File: src/rtl/speck_pkg.sv
// Shared SPECK128/128 constants, handshake FSM state type and rotate helpers.
// Latency: n/a (package only).
// Backpressure: n/a (package only).
package speck_pkg;

  localparam int WORD  = 64;
  localparam int ALPHA = 8;
  localparam int BETA  = 3;

  typedef enum logic [1:0] {
    ST_IDLE = 2'd0,
    ST_BUSY = 2'd1,
    ST_DONE = 2'd2
  } hs_state_t;

  // Rotate right by n (0..63); n == 0 yields x because the left shift by 64 is zero.
  function automatic logic [63:0] ror64(input logic [63:0] x, input int unsigned n);
    ror64 = (x >> n) | (x << (64 - n));
  endfunction

  // Rotate left by n (0..63).
  function automatic logic [63:0] rol64(input logic [63:0] x, input int unsigned n);
    rol64 = (x << n) | (x >> (64 - n));
  endfunction

endpackage

File: src/rtl/speck_hs_stage.sv
// Generic latch/compute/hold handshake stage; the datapath lives outside and sees o_lat_dat.
// Latency: start sampled at edge N -> o_res/o_finished valid after edge N+1.
// Backpressure: none; start is ignored while BUSY, re-accepted in IDLE or DONE.
module speck_hs_stage
  import speck_pkg::*;
#(
  parameter int IN_W  = 8,
  parameter int OUT_W = 8
) (
  input  logic             clk,
  input  logic             rst,
  input  logic             i_start,
  input  logic [IN_W-1:0]  i_dat,
  output logic [IN_W-1:0]  o_lat_dat,
  input  logic [OUT_W-1:0] i_res,
  output logic [OUT_W-1:0] o_res,
  output logic             o_finished
);

  hs_state_t        r_state;
  logic [IN_W-1:0]  r_lat;
  logic [OUT_W-1:0] r_res;
  logic             r_fin;

  // Handshake FSM: latch operands on accept, capture the computed result one cycle later, hold it.
  always_ff @(posedge clk) begin
    if (rst) begin
      r_state <= ST_IDLE;
      r_lat   <= '0;
      r_res   <= '0;
      r_fin   <= 1'b0;
    end else begin
      case (r_state)
        ST_IDLE, ST_DONE: begin
          if (i_start) begin
            r_lat   <= i_dat;
            r_fin   <= 1'b0;
            r_state <= ST_BUSY;
          end
        end
        ST_BUSY: begin
          r_res   <= i_res;
          r_fin   <= 1'b1;
          r_state <= ST_DONE;
        end
        default: r_state <= ST_IDLE;
      endcase
    end
  end

  assign o_lat_dat  = r_lat;
  assign o_res      = r_res;
  assign o_finished = r_fin;

endmodule

File: src/rtl/speck_round_encrypt.sv
// One SPECK128/128 round plus one key-schedule step, each behind its own start/finished handshake.
// Latency: start at edge N -> result and finished after edge N+1, held until next accept.
// Backpressure: none; start ignored in BUSY. Key schedule present only with SPECK_KEY_SCHEDULE_EN.
module speck_round_encrypt #(
  parameter int WORD  = 64,
  parameter int ALPHA = 8,
  parameter int BETA  = 3
) (
  input  logic              clk,
  input  logic              rst,
  input  logic              rnd_start,
  input  logic [2*WORD-1:0] plaintext,
  input  logic [WORD-1:0]   subkey,
  output logic [2*WORD-1:0] ciphertext,
  output logic              rnd_finished,
  input  logic              ks_start,
  input  logic [2*WORD-1:0] key,
  input  logic [4:0]        ks_round,
  output logic [2*WORD-1:0] out_key,
  output logic              ks_finished
);

  import speck_pkg::*;

  // ---------------- round channel ----------------
  logic [3*WORD-1:0] w_rnd_in;
  logic [3*WORD-1:0] w_rnd_lat;
  logic [WORD-1:0]   w_rx;
  logic [WORD-1:0]   w_ry;
  logic [WORD-1:0]   w_rk;
  logic [WORD-1:0]   w_rx_new;
  logic [WORD-1:0]   w_ry_new;

  assign w_rnd_in = {plaintext, subkey};
  assign w_rx     = w_rnd_lat[3*WORD-1:2*WORD];
  assign w_ry     = w_rnd_lat[2*WORD-1:WORD];
  assign w_rk     = w_rnd_lat[WORD-1:0];

  // Addition wraps modulo 2^64: the carry out of bit 63 is simply dropped.
  assign w_rx_new = (ror64(w_rx, ALPHA) + w_ry) ^ w_rk;
  assign w_ry_new = rol64(w_ry, BETA) ^ w_rx_new;

  speck_hs_stage #(
    .IN_W  (3*WORD),
    .OUT_W (2*WORD)
  ) u_rnd_stage (
    .clk        (clk),
    .rst        (rst),
    .i_start    (rnd_start),
    .i_dat      (w_rnd_in),
    .o_lat_dat  (w_rnd_lat),
    .i_res      ({w_rx_new, w_ry_new}),
    .o_res      (ciphertext),
    .o_finished (rnd_finished)
  );

  // ---------------- key-schedule channel ----------------
`ifdef SPECK_KEY_SCHEDULE_EN
  logic [2*WORD+4:0] w_ks_in;
  logic [2*WORD+4:0] w_ks_lat;
  logic [WORD-1:0]   w_kk;
  logic [WORD-1:0]   w_kl;
  logic [4:0]        w_ki;
  logic [WORD-1:0]   w_kl_new;
  logic [WORD-1:0]   w_kk_new;

  assign w_ks_in = {key, ks_round};
  assign w_kk    = w_ks_lat[2*WORD+4:WORD+5];
  assign w_kl    = w_ks_lat[WORD+4:5];
  assign w_ki    = w_ks_lat[4:0];

  // Round index is XORed as given; values >= 31 are not flagged.
  assign w_kl_new = (w_kk + ror64(w_kl, ALPHA)) ^ {{(WORD-5){1'b0}}, w_ki};
  assign w_kk_new = rol64(w_kk, BETA) ^ w_kl_new;

  speck_hs_stage #(
    .IN_W  (2*WORD+5),
    .OUT_W (2*WORD)
  ) u_ks_stage (
    .clk        (clk),
    .rst        (rst),
    .i_start    (ks_start),
    .i_dat      (w_ks_in),
    .o_lat_dat  (w_ks_lat),
    .i_res      ({w_kk_new, w_kl_new}),
    .o_res      (out_key),
    .o_finished (ks_finished)
  );
`else
  // Channel absent: outputs tied low, request inputs deliberately left unconsumed.
  logic w_unused_ks;
  assign w_unused_ks = ^{ks_start, key, ks_round};
  assign out_key     = '0;
  assign ks_finished = 1'b0;
`endif

endmodule

File: config.mk
export PLATFORM = sky130hd
export DESIGN_NAME = speck_round_encrypt
export DESIGN_NICKNAME = d
export VERILOG_FILES = /design/src/rtl/speck_pkg.sv /design/src/rtl/speck_hs_stage.sv /design/src/rtl/speck_round_encrypt.sv
export SDC_FILE = /design/constraint.sdc
export NUM_CORES = 1
export LEC_CHECK = 0
export CAP_MARGIN = 0
export CORE_ASPECT_RATIO = 0.7
export CORE_MARGIN = 2
export CORE_UTILIZATION = 35
export DETAILED_ROUTE_END_ITERATION = 6
export DONT_BUFFER_PORTS = 1
export SLEW_MARGIN = 20
export SYNTH_ARGS = -nofsm -noshare
export SYNTH_HDL_FRONTEND = slang
export SYNTH_SLANG_ARGS = --single-unit
File: constraint.sdc
create_clock -name clk -period 4.1 [get_ports clk]
set_input_delay 0.615 -clock clk [delete_from_list [all_inputs] [get_ports clk]]
set_output_delay 0.615 -clock clk [all_outputs]
set_load 0.02 [all_outputs]
==> Word level (Yosys, flattened, before mapping) <==
Index checks and enable logic that the tools add are counted.
{ "totals": {"input_bits": 329, "elab_cells": 21, "out_inout_bits": 258, "ff_bits": 323} }
{ "op_classes": {"eq_ne": 3, "muxes": 4, "reduce_logical": 5, "n_bitwise": 4, "addsub": 1} }
{ "ops": {"columns": ["cell", "n"], "rows": [
  ["$xor A64 B64 Y64", 2],
  ["$add A64 B64 Y64", 1],
  ["$or A56 B64 Y64", 1],
  ["$or A64 B3 Y64", 1],
  ["$pmux W2 S2", 1],
  ["$reduce_and A2 Y1", 2],
  ["$eq A2 B1 Y1 const B", 1],
  ["$eq A2 B2 Y1 const B", 1],
  ["$logic_not A2 Y1", 1],
  ["$mux W2", 1],
  ["$ne A2 B2 Y1 const B", 1],
  ["$pmux W1 S2", 1],
  ["$reduce_bool A2 Y1", 1],
  ["$reduce_or A2 Y1", 1],
  ["$mux W1", 1]
]} }

==> Logic depth before layout (Yosys ltp) <==
{ "depth": {"depth_word": 4, "depth_mapped": 13, "mapped_depth_nobuf": 13} }

==> By module <==
Synthesis repeated with hierarchy kept, for this count alone.
{ "unflattened": {"hier_cells": 2298, "area_unflattened_um2": 20614.8} }
{ "modules_own_cells": {"columns": ["module", "cells_per_inst", "area_each_um2", "n_inst", "seq_area_each_um2"], "rows": [
  ["speck_hs_stage", 1469, 14467.6, 1, 6466.2],
  ["speck_round_encrypt", 829, 6147.1, 1, 0.0]
]} }

==> Worst setup path after synthesis <==
Ideal clock, no wire load.
{ "synth_path": {"kind": "reg-to-reg", "start": "register u_rnd_stage.r_lat[64] (netlist: u_rnd_stage.o_lat_dat[64])", "end": "register u_rnd_stage.r_res[56] (netlist: u_rnd_stage.o_res[56])", "setup_slack_ps": 1149, "t_required_ps": 3980, "path_buffers": 0, "period_less_slack_ps": 2951, "t_arrival_ps": 2831, "stages_incl_launch_ff": 14, "setup_ps": 120, "cell_sequence": "dfxtp_1 -> ha_1 -> inv_1 -> fa_1 -> nand2b_1 -> a2111oi_0 -> o21ai_1 -> nand2_2 -> a41oi_2 -> o21a_1 -> o21a_1 -> a221oi_1 -> or4_1 -> nand3_1"} }
{ "synth_via": {"elab_chain_len": 3} }
{ "synth_rtl": {"columns": ["item", "line_no", "text"], "rows": [
  ["start: declaration", "speck_hs_stage.sv:21", "logic [IN_W-1:0] r_lat;"],
  ["start signal: assignment", "speck_hs_stage.sv:36", "r_lat <= i_dat;"],
  ["$add A64 B64 Y64", "speck_round_encrypt.sv:40", "assign w_rx_new = (ror64(w_rx, ALPHA) + w_ry) ^ w_rk;"],
  ["$xor A64 B64 Y64", "speck_round_encrypt.sv:40", null],
  ["$xor A64 B64 Y64", "speck_round_encrypt.sv:41", "assign w_ry_new = rol64(w_ry, BETA) ^ w_rx_new;"],
  ["end signal: assignment", "speck_hs_stage.sv:42", "r_res <= i_res;"],
  ["end: declaration", "speck_hs_stage.sv:22", "logic [OUT_W-1:0] r_res;"]
]} }
No other way between the ends.
A chain may end at the register's enable or synchronous reset.

==> Final worst setup path <==
Same ends and word-level chain as after synthesis.

==> impl_results.md <==
- Top post-synthesis cells by count: dfxtp_1, a22o_1, nand2_1, buf_4, xnor2_1
- CTS root buffer: clkbuf_16
- Hold Crit Start: rst
- Post-synth EDFFs: 0
- CTS sink cnt: 323
- Via count: 13100
- RePlAce Congestion: 0.866
- Setup_tns: 0 ns
- Final max-slew violation count: 0
- # rows: 66
- H-tree levels: 2
- # Max-Cap Violations: 0
- # IOs: 587
- Syn Area/Cell: 9.13 sq um
- Final wirelength: 54100 microns
- DP HPWL: 40600 microns
- P_sw: 2.49 mW
- # nets final: 2144
- Switching Share: 0.294
- Fill cells: 4644
- Critical path arrival: 4.22 ns
- Total grt overflow: 0
- Cell-internal power: 5.99 mW
- Asr flop ratio synth: 0
- Slew at the pin closest to its max-slew limit: 0.990 ns
- RSZ-0062 raised after global routing: no
- Die area: 49000 sq um
- Synth warn: 0
- Clock Power Share: 0.414
- Die X: 264 microns
- CTS tree: built
- Max stage delay on crit path: 0.42 ns
- Antenna viol nets, final: 0
- Latest clock arrival within the worst-skew pair: 0.54 ns
- Vias in the first global route: 12000
- DRT iter0 DRCs: 1023
- CP Cell Sequence: ha_1, inv_1, fa_1, nand2b_1, a2111oi_1, o21ai_1, nand2_2, a41oi_2, o21ai_4, and3_1, a221oi_1, buf_4, or4_1, nand3_1
- Clock buffer depth: 3
- Initial DRT Pass Iterations: 5
- Fmax: 267 MHz
- Logic gate share of total power: 0.155
- Die Y: 186 microns
- Top_reg_cell synth: dfxtp_1
- #FFs+latches synth: 323
- Crit path launch: u_rnd_stage.o_lat_dat[64]$_SDFFE_PP0P_
- Slowest CP cell: a2111oi_1
- Area delta synth->final: 8.33%
- CP endpoint kind: register
- Critical path buffers and inverters: 2
- Setup violations, final: 0
- Leak: 7.16 nW
- Final hold vios: 0
- Class of the worst hold path: primary input to register
- Sequential fraction of the synthesis area: 0.391
- Area contributors post-synth: dfxtp_1, a22o_1, xnor2_1
- Top delay family on crit path: compound AO/OA/AOI/OAI gates
- Rel. slew slack: 0.340
- Cell area after synthesis: 16500 sq um
- Worst VDD drop: 0.000264 V
- Synth top area share: 0.391
- Path type of the worst setup path: register to register
- Status: finished clean
- Top-count cell post-synth: dfxtp_1
- Startpoint types: register
- Total CTS buffers: 35
- Placed insts: 2326
- Initial Util: 0.355
- Period Utilization, post-route: 0.914
- R2R Path Start: u_rnd_stage.o_lat_dat[64]$_SDFFE_PP0P_
- Buffers on Ports: 0
- Worst Skew: 0.0243 ns
- Wire per inst: 22.6 microns
- CORE AREA: 46500 sq um
- Synth area leader: dfxtp_1
- Syn Inst Count: 1809
- GRT Util Overall: 0.209
- Power Dens Cells: 474 nW/um^2
- Final Non-Filler Cells: 2391
- Clock slew at reported path FFs: 0.07 ns
- Largest net degree at the start of global routing: 194
- Synth cell types: 77
- CP required: 4.57 ns
- Initial antenna violation count: 7
- CP Max Fanout: 4
- Clock period minus worst slack: 3.75 ns
- First-pass GRT wire length: 78400 microns
- Via-per-instance ratio: 5.47
- DRC errors left: 0
- CTS hold repair buffers: 0
- Share of layout cells above drive strength 1: 0.0665
- Flop pwr share: 0.431
-- state kept, by name, indices dropped and copies added, names as in the netlist --
register,flops
u_rnd_stage.o_res,128
u_rnd_stage.o_finished,1
u_rnd_stage.o_lat_dat,192
u_rnd_stage.r_state,2
-- cell families (layout without fill, tap and decap cells) --
| group | after synthesis | after routing | synth area share |
|---|---|---|---|
| flops | 323 | 323 | 0.391 |
| fa+ha+maj | 64 | 64 | 0.0489 |
| simple gates | 431 | 431 | 0.128 |
| compound gates | 554 | 554 | 0.248 |
| other cells | 1 | 134 | 0.000227 |
| buf+inv | 266 | 103 | 0.0910 |
| xor+xnor | 170 | 170 | 0.0924 |
-- stage by stage --
stage               hold WS (ns)  utilization  area [sq um]  setup slack (ns)  power (mW)
floorplan                  0.452            -         17000              1.15        4.77
global placement           0.466        0.357         16600             0.376        5.01
detailed placement         0.471        0.357         16600             0.322        5.02
CTS                        0.135        0.385         17900             0.274        8.55
global route               0.137        0.385         17900            0.0723        8.84
finish                     0.166        0.385         17900             0.352        8.48
-- area by class of cell --
| class | instances | area (sq um) | share of cell area |
|---|---|---|---|
| clock inverters | 15 | 254 | 0.0142 |
| well taps | 612 | 766 | 0.0428 |
| diodes | 5 | 12.5 | 0.000699 |
| multi-input cells | 1348 | 9070 | 0.507 |
| repair buffers | 23 | 235 | 0.0131 |
| clock buffers | 45 | 1020 | 0.0568 |
| inverters | 20 | 75.1 | 0.00419 |
| flip-flops and latches | 323 | 6470 | 0.361 |
-- worst paths after layout --
check                                                                to  slack [ns]  cells past startpoint
worst max-delay path                 u_rnd_stage.o_res[56]$_SDFFE_PP0P_        0.35                     14
worst min-delay path                u_rnd_stage.o_res[110]$_SDFFE_PP0P_        0.17                      1
worst max register to register       u_rnd_stage.o_res[56]$_SDFFE_PP0P_        0.35                     14
worst min register to register  u_rnd_stage.o_lat_dat[136]$_SDFFE_PP0P_        0.49                      1
-- power by group through the flow --
stage | Sequential (mW) | Clock, mW | Combinational [mW]
after detailed placement | 3.73 | 0 | 1.30
after global routing | 3.68 | 3.73 | 1.44
after global placement | 3.72 | 0 | 1.29
after CTS | 3.66 | 3.59 | 1.31
final | 3.65 | 3.51 | 1.31
after floorplan | 3.65 | 0 | 1.13
-- routing by layer --
metal  GRT usage  part of all wire  vias to the layer above
met4      0.0441             0.019                        4
met1       0.297              0.46                     6318
met5           0           0.00042                        -
met2       0.300              0.42                      476
met3      0.0770              0.10                       66
li1            -                 -                     6205
-- placed cells by master (no fill, tap or decap), types with 13 or more instances in the layout --
| cell | netlist | final |
|---|---|---|
| nor3_1 | 21 | 21 |
| o21ai_0 | 40 | 40 |
| clkbuf_16 | 0 | 37 |
| or4_1 | 14 | 14 |
| a22o_1 | 193 | 193 |
| nand3_1 | 32 | 32 |
| nor2_1 | 117 | 116 |
| a21o_1 | 31 | 31 |
| a211oi_1 | 58 | 58 |
| nand4b_1 | 13 | 13 |
| nand2_1 | 135 | 135 |
| buf_4 | 129 | 18 |
| conb_1 | 1 | 129 |
| inv_1 | 20 | 20 |
| dfxtp_1 | 323 | 323 |
| nand3b_1 | 23 | 23 |
| nand4_1 | 20 | 20 |
| xor2_1 | 39 | 39 |
| xnor2_1 | 128 | 128 |
| ha_1 | 63 | 63 |
| a21oi_1 | 124 | 123 |
-- repair_timing --
action | CTS | global route
gates resized for setup | 0 | 2
endpoints found under the setup margin | 0 | 1
endpoints found under the hold margin | 0 | 0
setup buffers | 0 | 0
-- worst reg2reg max path, delay by kind of cell, from the launching register on --
family                   cells  cell delay, ns
AND/OR/NAND/NOR              5            1.09
AO/OA/AOI/OAI                5            1.36
buffers and inverters        2            0.24
adder cells (fa/ha/maj)      2            0.65
flip-flops                   1            0.37
Note: power is estimated with default switching activity, not from simulation.
